### config.mk
export PLATFORM = sky130hd
export DESIGN_NAME = alu_arbiter
export DESIGN_NICKNAME = d
export VERILOG_FILES = /design/src/rtl/alu_arbiter.sv
export SDC_FILE = /design/constraint.sdc
export NUM_CORES = 1
export LEC_CHECK = 0
export ABC_AREA = 1
export CORE_AREA = 2 2 109 111
export CTS_CLUSTER_DIAMETER = 50
export DETAILED_ROUTE_END_ITERATION = 6
export DIE_AREA = 0 0 111 113
export PLACE_DENSITY = 0.67
export SETUP_SLACK_MARGIN = 0.05
export SLEW_MARGIN = 20
export SYNTH_ARGS = -nofsm -noshare
export SYNTH_HDL_FRONTEND = slang
export SYNTH_SLANG_ARGS = --single-unit
### constraint.sdc
create_clock -name clk -period 1.6 [get_ports clk]
set_input_delay 0.16 -clock clk [delete_from_list [all_inputs] [get_ports clk]]
set_output_delay 0.16 -clock clk [all_outputs]
set_load 0.05 [all_outputs]
### src/rtl/alu_arbiter.sv
// Round-robin arbiter sharing one combinational ALU between NUM_REQ requesters.
// Supports per-requester ownership locks. Results are registered and returned one cycle after the transfer.
`ifndef ALU_ADD_OP
`define ALU_ADD_OP 4'b0000
`endif

module alu_arbiter #(
   parameter int NUM_REQ  = 2,
   parameter int LOCK_MAX = 8
) (
   input  logic                  clk,
   input  logic                  reset,
   input  logic [NUM_REQ-1:0]    req_valid,
   input  logic [NUM_REQ-1:0]    req_lock,
   input  logic [32*NUM_REQ-1:0] req_a,
   input  logic [32*NUM_REQ-1:0] req_b,
   input  logic [4*NUM_REQ-1:0]  req_op,
   output logic [NUM_REQ-1:0]    req_ready,
   output logic [31:0]           alu_a,
   output logic [31:0]           alu_b,
   output logic [3:0]            alu_op,
   input  logic [31:0]           alu_result,
   input  logic                  alu_zero,
   output logic [NUM_REQ-1:0]    resp_valid,
   output logic [31:0]           resp_result,
   output logic                  resp_zero
);

   localparam int                 IDX_W      = $clog2(NUM_REQ);
   localparam logic [IDX_W-1:0]   LAST_IDX   = IDX_W'(NUM_REQ - 1);
   localparam logic [7:0]         LOCK_LIMIT = 8'(LOCK_MAX);
   localparam logic [NUM_REQ-1:0] ONE        = NUM_REQ'(1);

   logic [IDX_W-1:0]   last_grant_q, last_grant_d;
   logic               locked_q, locked_d;
   logic [IDX_W-1:0]   owner_q, owner_d;
   logic [7:0]         lock_cnt_q, lock_cnt_d;
   logic [NUM_REQ-1:0] resp_valid_q, resp_valid_d;
   logic [31:0]        resp_result_q, resp_result_d;
   logic               resp_zero_q, resp_zero_d;

   logic [NUM_REQ-1:0]            above_last;
   logic [NUM_REQ-1:0]            owner_oh;
   logic [NUM_REQ-1:0]            rr_hi;
   logic [NUM_REQ-1:0]            rr_pick;
   logic [NUM_REQ:0][31:0]        a_acc;
   logic [NUM_REQ:0][31:0]        b_acc;
   logic [NUM_REQ:0][3:0]         op_acc;
   logic [NUM_REQ:0][IDX_W-1:0]   idx_acc;
   logic                          xfer;
   logic                          xfer_lock;
   logic [IDX_W-1:0]              xfer_idx;
   logic [7:0]                    lock_cnt_inc;

   // Per-requester masks plus OR-chains that mux the one-hot winner's fields.
   assign a_acc[0]   = '0;
   assign b_acc[0]   = '0;
   assign op_acc[0]  = '0;
   assign idx_acc[0] = '0;

   for (genvar gi = 0; gi < NUM_REQ; gi++) begin : g_req
      assign above_last[gi]  = (IDX_W'(gi) > last_grant_q);
      assign owner_oh[gi]    = (owner_q == IDX_W'(gi));
      assign a_acc[gi+1]     = a_acc[gi] | ({32{req_ready[gi]}} & req_a[32*gi +: 32]);
      assign b_acc[gi+1]     = b_acc[gi] | ({32{req_ready[gi]}} & req_b[32*gi +: 32]);
      assign op_acc[gi+1]    = op_acc[gi] | ({4{req_ready[gi]}} & req_op[4*gi +: 4]);
      assign idx_acc[gi+1]   = idx_acc[gi] | (req_ready[gi] ? IDX_W'(gi) : '0);
   end

   assign xfer      = |req_ready;
   assign xfer_lock = |(req_ready & req_lock);
   assign xfer_idx  = idx_acc[NUM_REQ];

   always_ff @(posedge clk) begin
      if (reset) begin
         last_grant_q  <= LAST_IDX;
         locked_q      <= 1'b0;
         owner_q       <= '0;
         lock_cnt_q    <= '0;
         resp_valid_q  <= '0;
         resp_result_q <= '0;
         resp_zero_q   <= 1'b0;
      end else begin
         last_grant_q  <= last_grant_d;
         locked_q      <= locked_d;
         owner_q       <= owner_d;
         lock_cnt_q    <= lock_cnt_d;
         resp_valid_q  <= resp_valid_d;
         resp_result_q <= resp_result_d;
         resp_zero_q   <= resp_zero_d;
      end
   end

   always_comb begin
      last_grant_d  = last_grant_q;
      locked_d      = locked_q;
      owner_d       = owner_q;
      lock_cnt_d    = lock_cnt_q;
      resp_valid_d  = '0;
      resp_result_d = resp_result_q;
      resp_zero_d   = resp_zero_q;
      lock_cnt_inc  = lock_cnt_q + 8'd1;

      if (xfer) begin
         resp_valid_d  = req_ready;
         resp_result_d = alu_result;
         resp_zero_d   = alu_zero;
         last_grant_d  = xfer_idx;
      end

      // While locked only the owner can transfer, so no xfer means an idle owner.
      if (!locked_q) begin
         if (xfer && xfer_lock && (LOCK_MAX > 1)) begin
            locked_d   = 1'b1;
            owner_d    = xfer_idx;
            lock_cnt_d = 8'd1;
         end
      end else if (xfer && xfer_lock) begin
         lock_cnt_d = lock_cnt_inc;
         if (lock_cnt_inc >= LOCK_LIMIT) begin
            locked_d   = 1'b0;
            lock_cnt_d = '0;
         end
      end else begin
         locked_d   = 1'b0;
         lock_cnt_d = '0;
      end
   end

   always_comb begin
      rr_hi   = req_valid & above_last;
      rr_pick = (|rr_hi) ? (rr_hi & (~rr_hi + ONE)) : (req_valid & (~req_valid + ONE));
      if (reset) begin
         req_ready = '0;
      end else if (locked_q) begin
         req_ready = req_valid & owner_oh;
      end else begin
         req_ready = rr_pick;
      end
      alu_a  = a_acc[NUM_REQ];
      alu_b  = b_acc[NUM_REQ];
      alu_op = xfer ? op_acc[NUM_REQ] : `ALU_ADD_OP;
   end

   assign resp_valid  = resp_valid_q;
   assign resp_result = resp_result_q;
   assign resp_zero   = resp_zero_q;

endmodule

# == Word level (Yosys, flattened, before mapping) ==
# Cells that the tools add are included.
# totals
register_bits,46
inputBits,175
output_inout_bits,105
word_cells,52
# classes
addsub,3
magnitude_cmp,3
mux,13
n_bitwise,19
n_reduce_logical,7
# op_table
operator,count
$and 32x32->32,4
$or 32x32->32,2
$mux 8,4
$and 2x2->2,5
$add 8x1->8 const B,1
$and 4x4->4,2
$ge 8x4->1 const B,1
$reduce_or 2->1,4
$mux 2,3
$mux 1,5
$add 2x1->2 const B,2
$mux 4,1
$not 2->2,2
$or 4x4->4,1
$not 1->1,3
$gt 1x1->1 const A,2
$reduce_and 2->1,1
$reduce_bool 2->1,1
$logic_and 1x1->1,1

# == Logic depth before layout (Yosys ltp) ==
# Gate-level depths: netlist (run 1).
# logic_depth
depth_word,13
ltp_mapped,10
ltp_nobuf,10

# == Worst setup path after synthesis (run 1) ==
# OpenSTA, ideal clock, no wires.
# synth_timing
path_kind,register to output
start,register locked_q
end,output port alu_b[25]
t_arrival_ns,1.635
path_slack_ns,-0.195
stages_incl_launch_ff,6
path_cell_list,dfxtp_1 -> a21oi_1 -> nand3_2 -> inv_2 -> buf_2 -> a22o_1
# synth_via
elab_chain_len,4
word_cells_on_any_way,5
cone_classes,2 x mux; 3 x bitwise
# synth_rtl
item,line,text
"start, declared",35,"logic locked_q, locked_d;"
"start signal, assigned",85,locked_q <= locked_d;
$mux 2,135,end else if (locked_q) begin
$mux 2,133,if (reset) begin
via req_ready[0],18,"output logic [NUM_REQ-1:0] req_ready,"
$and 32x32->32,65,assign b_acc[gi+1] = b_acc[gi] | ({32{req_ready[gi]}} & req_b[32*gi +: 32]);
$or 32x32->32,65,
"end, declared",20,"output logic [31:0] alu_b,"
# The timed path passes the listed nets, and every way through them passes these cells.

# == Worst setup path in the final report (run 1) ==
# layout_timing
start,register locked_q
end,output port alu_a[6]
# layout_via
elab_chain_len,4
word_cells_on_any_way,5
cone_classes,2 x mux; 3 x bitwise
# layout_rtl
item,line,text
$mux 2 *,135,
$mux 2 *,133,
$and 32x32->32,64,assign a_acc[gi+1] = a_acc[gi] | ({32{req_ready[gi]}} & req_a[32*gi +: 32]);
$or 32x32->32 *,64,
"end, declared",19,"output logic [31:0] alu_a,"
# Every way passes the cells marked *; elsewhere a longest branch is shown, timed or not.

==> qor.txt, run 1 <==
outcome: complete, but fails checks
failing checks: setup timing
crit-path max cell delay: 0.38 ns
Crit-path slowest cell: dfxtp_4
Syn Area/Cell: 7.58 um2
row cnt: 39
nets: 799
DPL Wire Length: 11300 um
relative slew slack: 0.787
critical path's most frequent cell: nand3_4
vias in the first global route: 3613
post-synth top area share: 0.372
Top Layer Used: met4
M1 WL: 5950 um
Synth area leaders: dfxtp_1 37%, a22o_1 24%, nor2_1 11%
Worst Hold Launch: alu_result[3]
placed cells: 745
worst-margin pin slew: 0.319 ns
worst-path fanout max: 14
peak supply drop: 669 uV
most common cell in the netlist: nor2_1
share of cells above drive strength 1: 0.421
largest area contributor in the netlist: dfxtp_1
cell leakage power: 3.00 nW
maxcap violations: 0
worst hold path class: in2reg
Clock Latency Late Sink: 0.28 ns
mapped cell area: 0.00248 mm2
Max clock buf depth: 2
RSZ-0062 raised after global routing: yes
CP Capture Type: output port
Core Region: 0.0113 mm2
Syn. warnings: 0
IO Pins: 280
initial core utilization: 0.220
TritonCTS clock tree: yes
initial antenna violation count: 0
ratio of final minimum period to clock period: 1.12
Final min period: 1.79 ns
FF-to-FF path depth: 9
endpoints failing hold: 0
Syn Nets: 503
post-route worst setup slack: -0.187 ns
Initial DRT Pass Iterations: 4
sequential cell area fraction in the yosys report: 0.372
FF-to-FF End: resp_result[17]$_SDFFE_PP0P_
Total Power: 5.66 mW
met3 routed wirelength: 940 um
Clock Sinks: 46
Yosys reg bits: 46
fmax: 0.560 GHz
met2 WL post-DR: 7810 um
final WL: 15000 um
Antenna diodes: 0
H-tree levels: 2
Vias: 3685
# DRC: 0
synthesis-to-finish area growth: 187%
first-pass GRT wire length: 20900 um
PwrDens: 796 mW/mm2
Post-synth ARST share: 0
Netlist cell types: 22
clk slew on worst S/H paths: 0.06 ns
Synth Instances: 327
Finished Layout Cells: 767
Slew Limit Fails: 0
largest net degree at the start of global routing: 36
routability cong.: 0.923
WP data required: 1.44 ns
Post-DRT Antenna Nets: 0
I/O Buffers: 279
Main synth FF type: dfxtp_1
crit path cell chain: inv_4, nand3_4, nand3_4, inv_8, clkbuf_16, a22o_2, buf_12
Post-Place Setup Slack: -0.305 ns
Critical Path AT: 1.63 ns
Hold Path Depth: 3
clock skew: 0.00238 ns
worst r2r src: locked_q$_SDFF_PP0_
fin util: 0.631
Setup Crit Path Kind: reg2out
Post-synth EDFFs: 0
worst hold margin: 0.470 ns
startpoint class of the critical path: flip-flop
All-Layer GR Usage: 0.212
die width: 111 um
Via density: 4.80
Routed WL per cell: 19.6 um
Reg2Reg Setup Slack: 0.03 ns
die area: 0.0125 mm2
root buffer cell: clkbuf_16
Setup Viol. Count Final: 70
total gr overflow: 0
Iteration-0 DRC Markers: 196
Hold Crit Endpoint: resp_result[3]$_SDFFE_PP0P_
Vert. Die Dim: 113 um
CTS buffer count: 5
Synth top cells by count: 73 x nor2_1, 68 x a22o_1, 46 x dfxtp_1
[logic make-up after synthesis]
logic type,Yosys count,synth area share
AO/OA/AOI/OAI,114,0.335
buffers and inverters,43,0.0874
AND/OR/NAND/NOR,123,0.201
flip-flops,46,0.372
adder cells (fa/ha/maj),1,0.00505
[worst max-delay path: cells and delay by family (launching register included)]
kind | cells | cell delay, ns
buf+inv | 4 | 0.49
simple gates | 2 | 0.21
flops | 1 | 0.38
compound gates | 1 | 0.26
[per-stage QoR]
step / TNS (ns) / cell area [um2]
floorplan: -0.595 / 2550
global placement: -26.96 / 6210
detailed placement: -26.51 / 6210
CTS: -11.18 / 6790
global route: -15.78 / 7110
finish: -11.32 / 7110
[where the power goes]
group          internal [mW]  switching (mW)
sequential              1.24          0.0594
combinational           1.46            1.52
clock                  0.938           0.435
total                   3.64            2.01
[routing by layer]
metal / track usage / up-vias
li1: - / 1756
met1: 0.250 / 1739
met2: 0.391 / 172
met3: 0.0450 / 18
met4: 0.0542 / 0
met5: 0 / -
[registers in the layout, indices dropped and copies added, names as in the netlist]
register,count
locked_q,1
lock_cnt_q,8
resp_valid,2
resp_result,32
last_grant_q,1
resp_zero,1
owner_q,1
[worst max path at each step]
stage | startpoint | to | slack, ns
after floorplan | locked_q$_SDFF_PP0_ | alu_b[25] | -0.07
after global placement | req_valid[1] | alu_a[4] | -0.30
after detailed placement | req_valid[1] | alu_a[4] | -0.31
after CTS | locked_q$_SDFF_PP0_ | alu_b[27] | -0.20
after global routing | locked_q$_SDFF_PP0_ | alu_a[20] | -0.24
final | locked_q$_SDFF_PP0_ | alu_a[6] | -0.19
[cell usage in the layout (no fill, tap or decap), drive strengths merged]
| cell | synthesis | final |
|---|---|---|
| o21bai | 1 | 1 |
| clkbuf | 4 | 11 |
| clkdlybuf4s50 | 0 | 171 |
| buf | 22 | 136 |
| nor3 | 5 | 5 |
| nor2 | 73 | 73 |
| a22o | 68 | 68 |
| inv | 17 | 17 |
| ha | 1 | 1 |
| o21ai | 36 | 36 |
| dlygate4sd2 | 0 | 3 |
| nand2 | 30 | 30 |
| nand3 | 13 | 13 |
| o211ai | 1 | 1 |
| dfxtp | 46 | 46 |
| bufinv | 0 | 2 |
| nand4 | 2 | 2 |
| a21oi | 8 | 8 |
[final cells by class]
class | count | area, um2
multi-input cells | 238 | 1760
inverters | 17 | 86.3
repair buffers | 315 | 3960
flip-flops and latches | 46 | 932
clock buffers | 6 | 139
well taps | 143 | 179
clock inverters | 2 | 60.1
fillers | 889 | 4160
[what timing repair did]
action / CTS / global route
pin swaps: 6 / 1
setup buffers: 2 / 1
setup endpoints to repair: 80 / 112
hold buffers: 0 / 0
resized for setup: 57 / 48
cloned: 4 / 7
Power figures use the tool's default switching activity.
==> inputs of run 2 (changes only) <==
--- a/config.mk
+++ b/config.mk
@@ -7,7 +7,7 @@
 export LEC_CHECK = 0
 export ABC_AREA = 1
 export CORE_AREA = 2 2 109 111
-export CTS_CLUSTER_DIAMETER = 50
+export CTS_CLUSTER_DIAMETER = 120
 export DETAILED_ROUTE_END_ITERATION = 6
 export DIE_AREA = 0 0 111 113
 export PLACE_DENSITY = 0.67
==> results of run 2 <==
The final DEF is identical to that of run 1; final timing and power are the same.
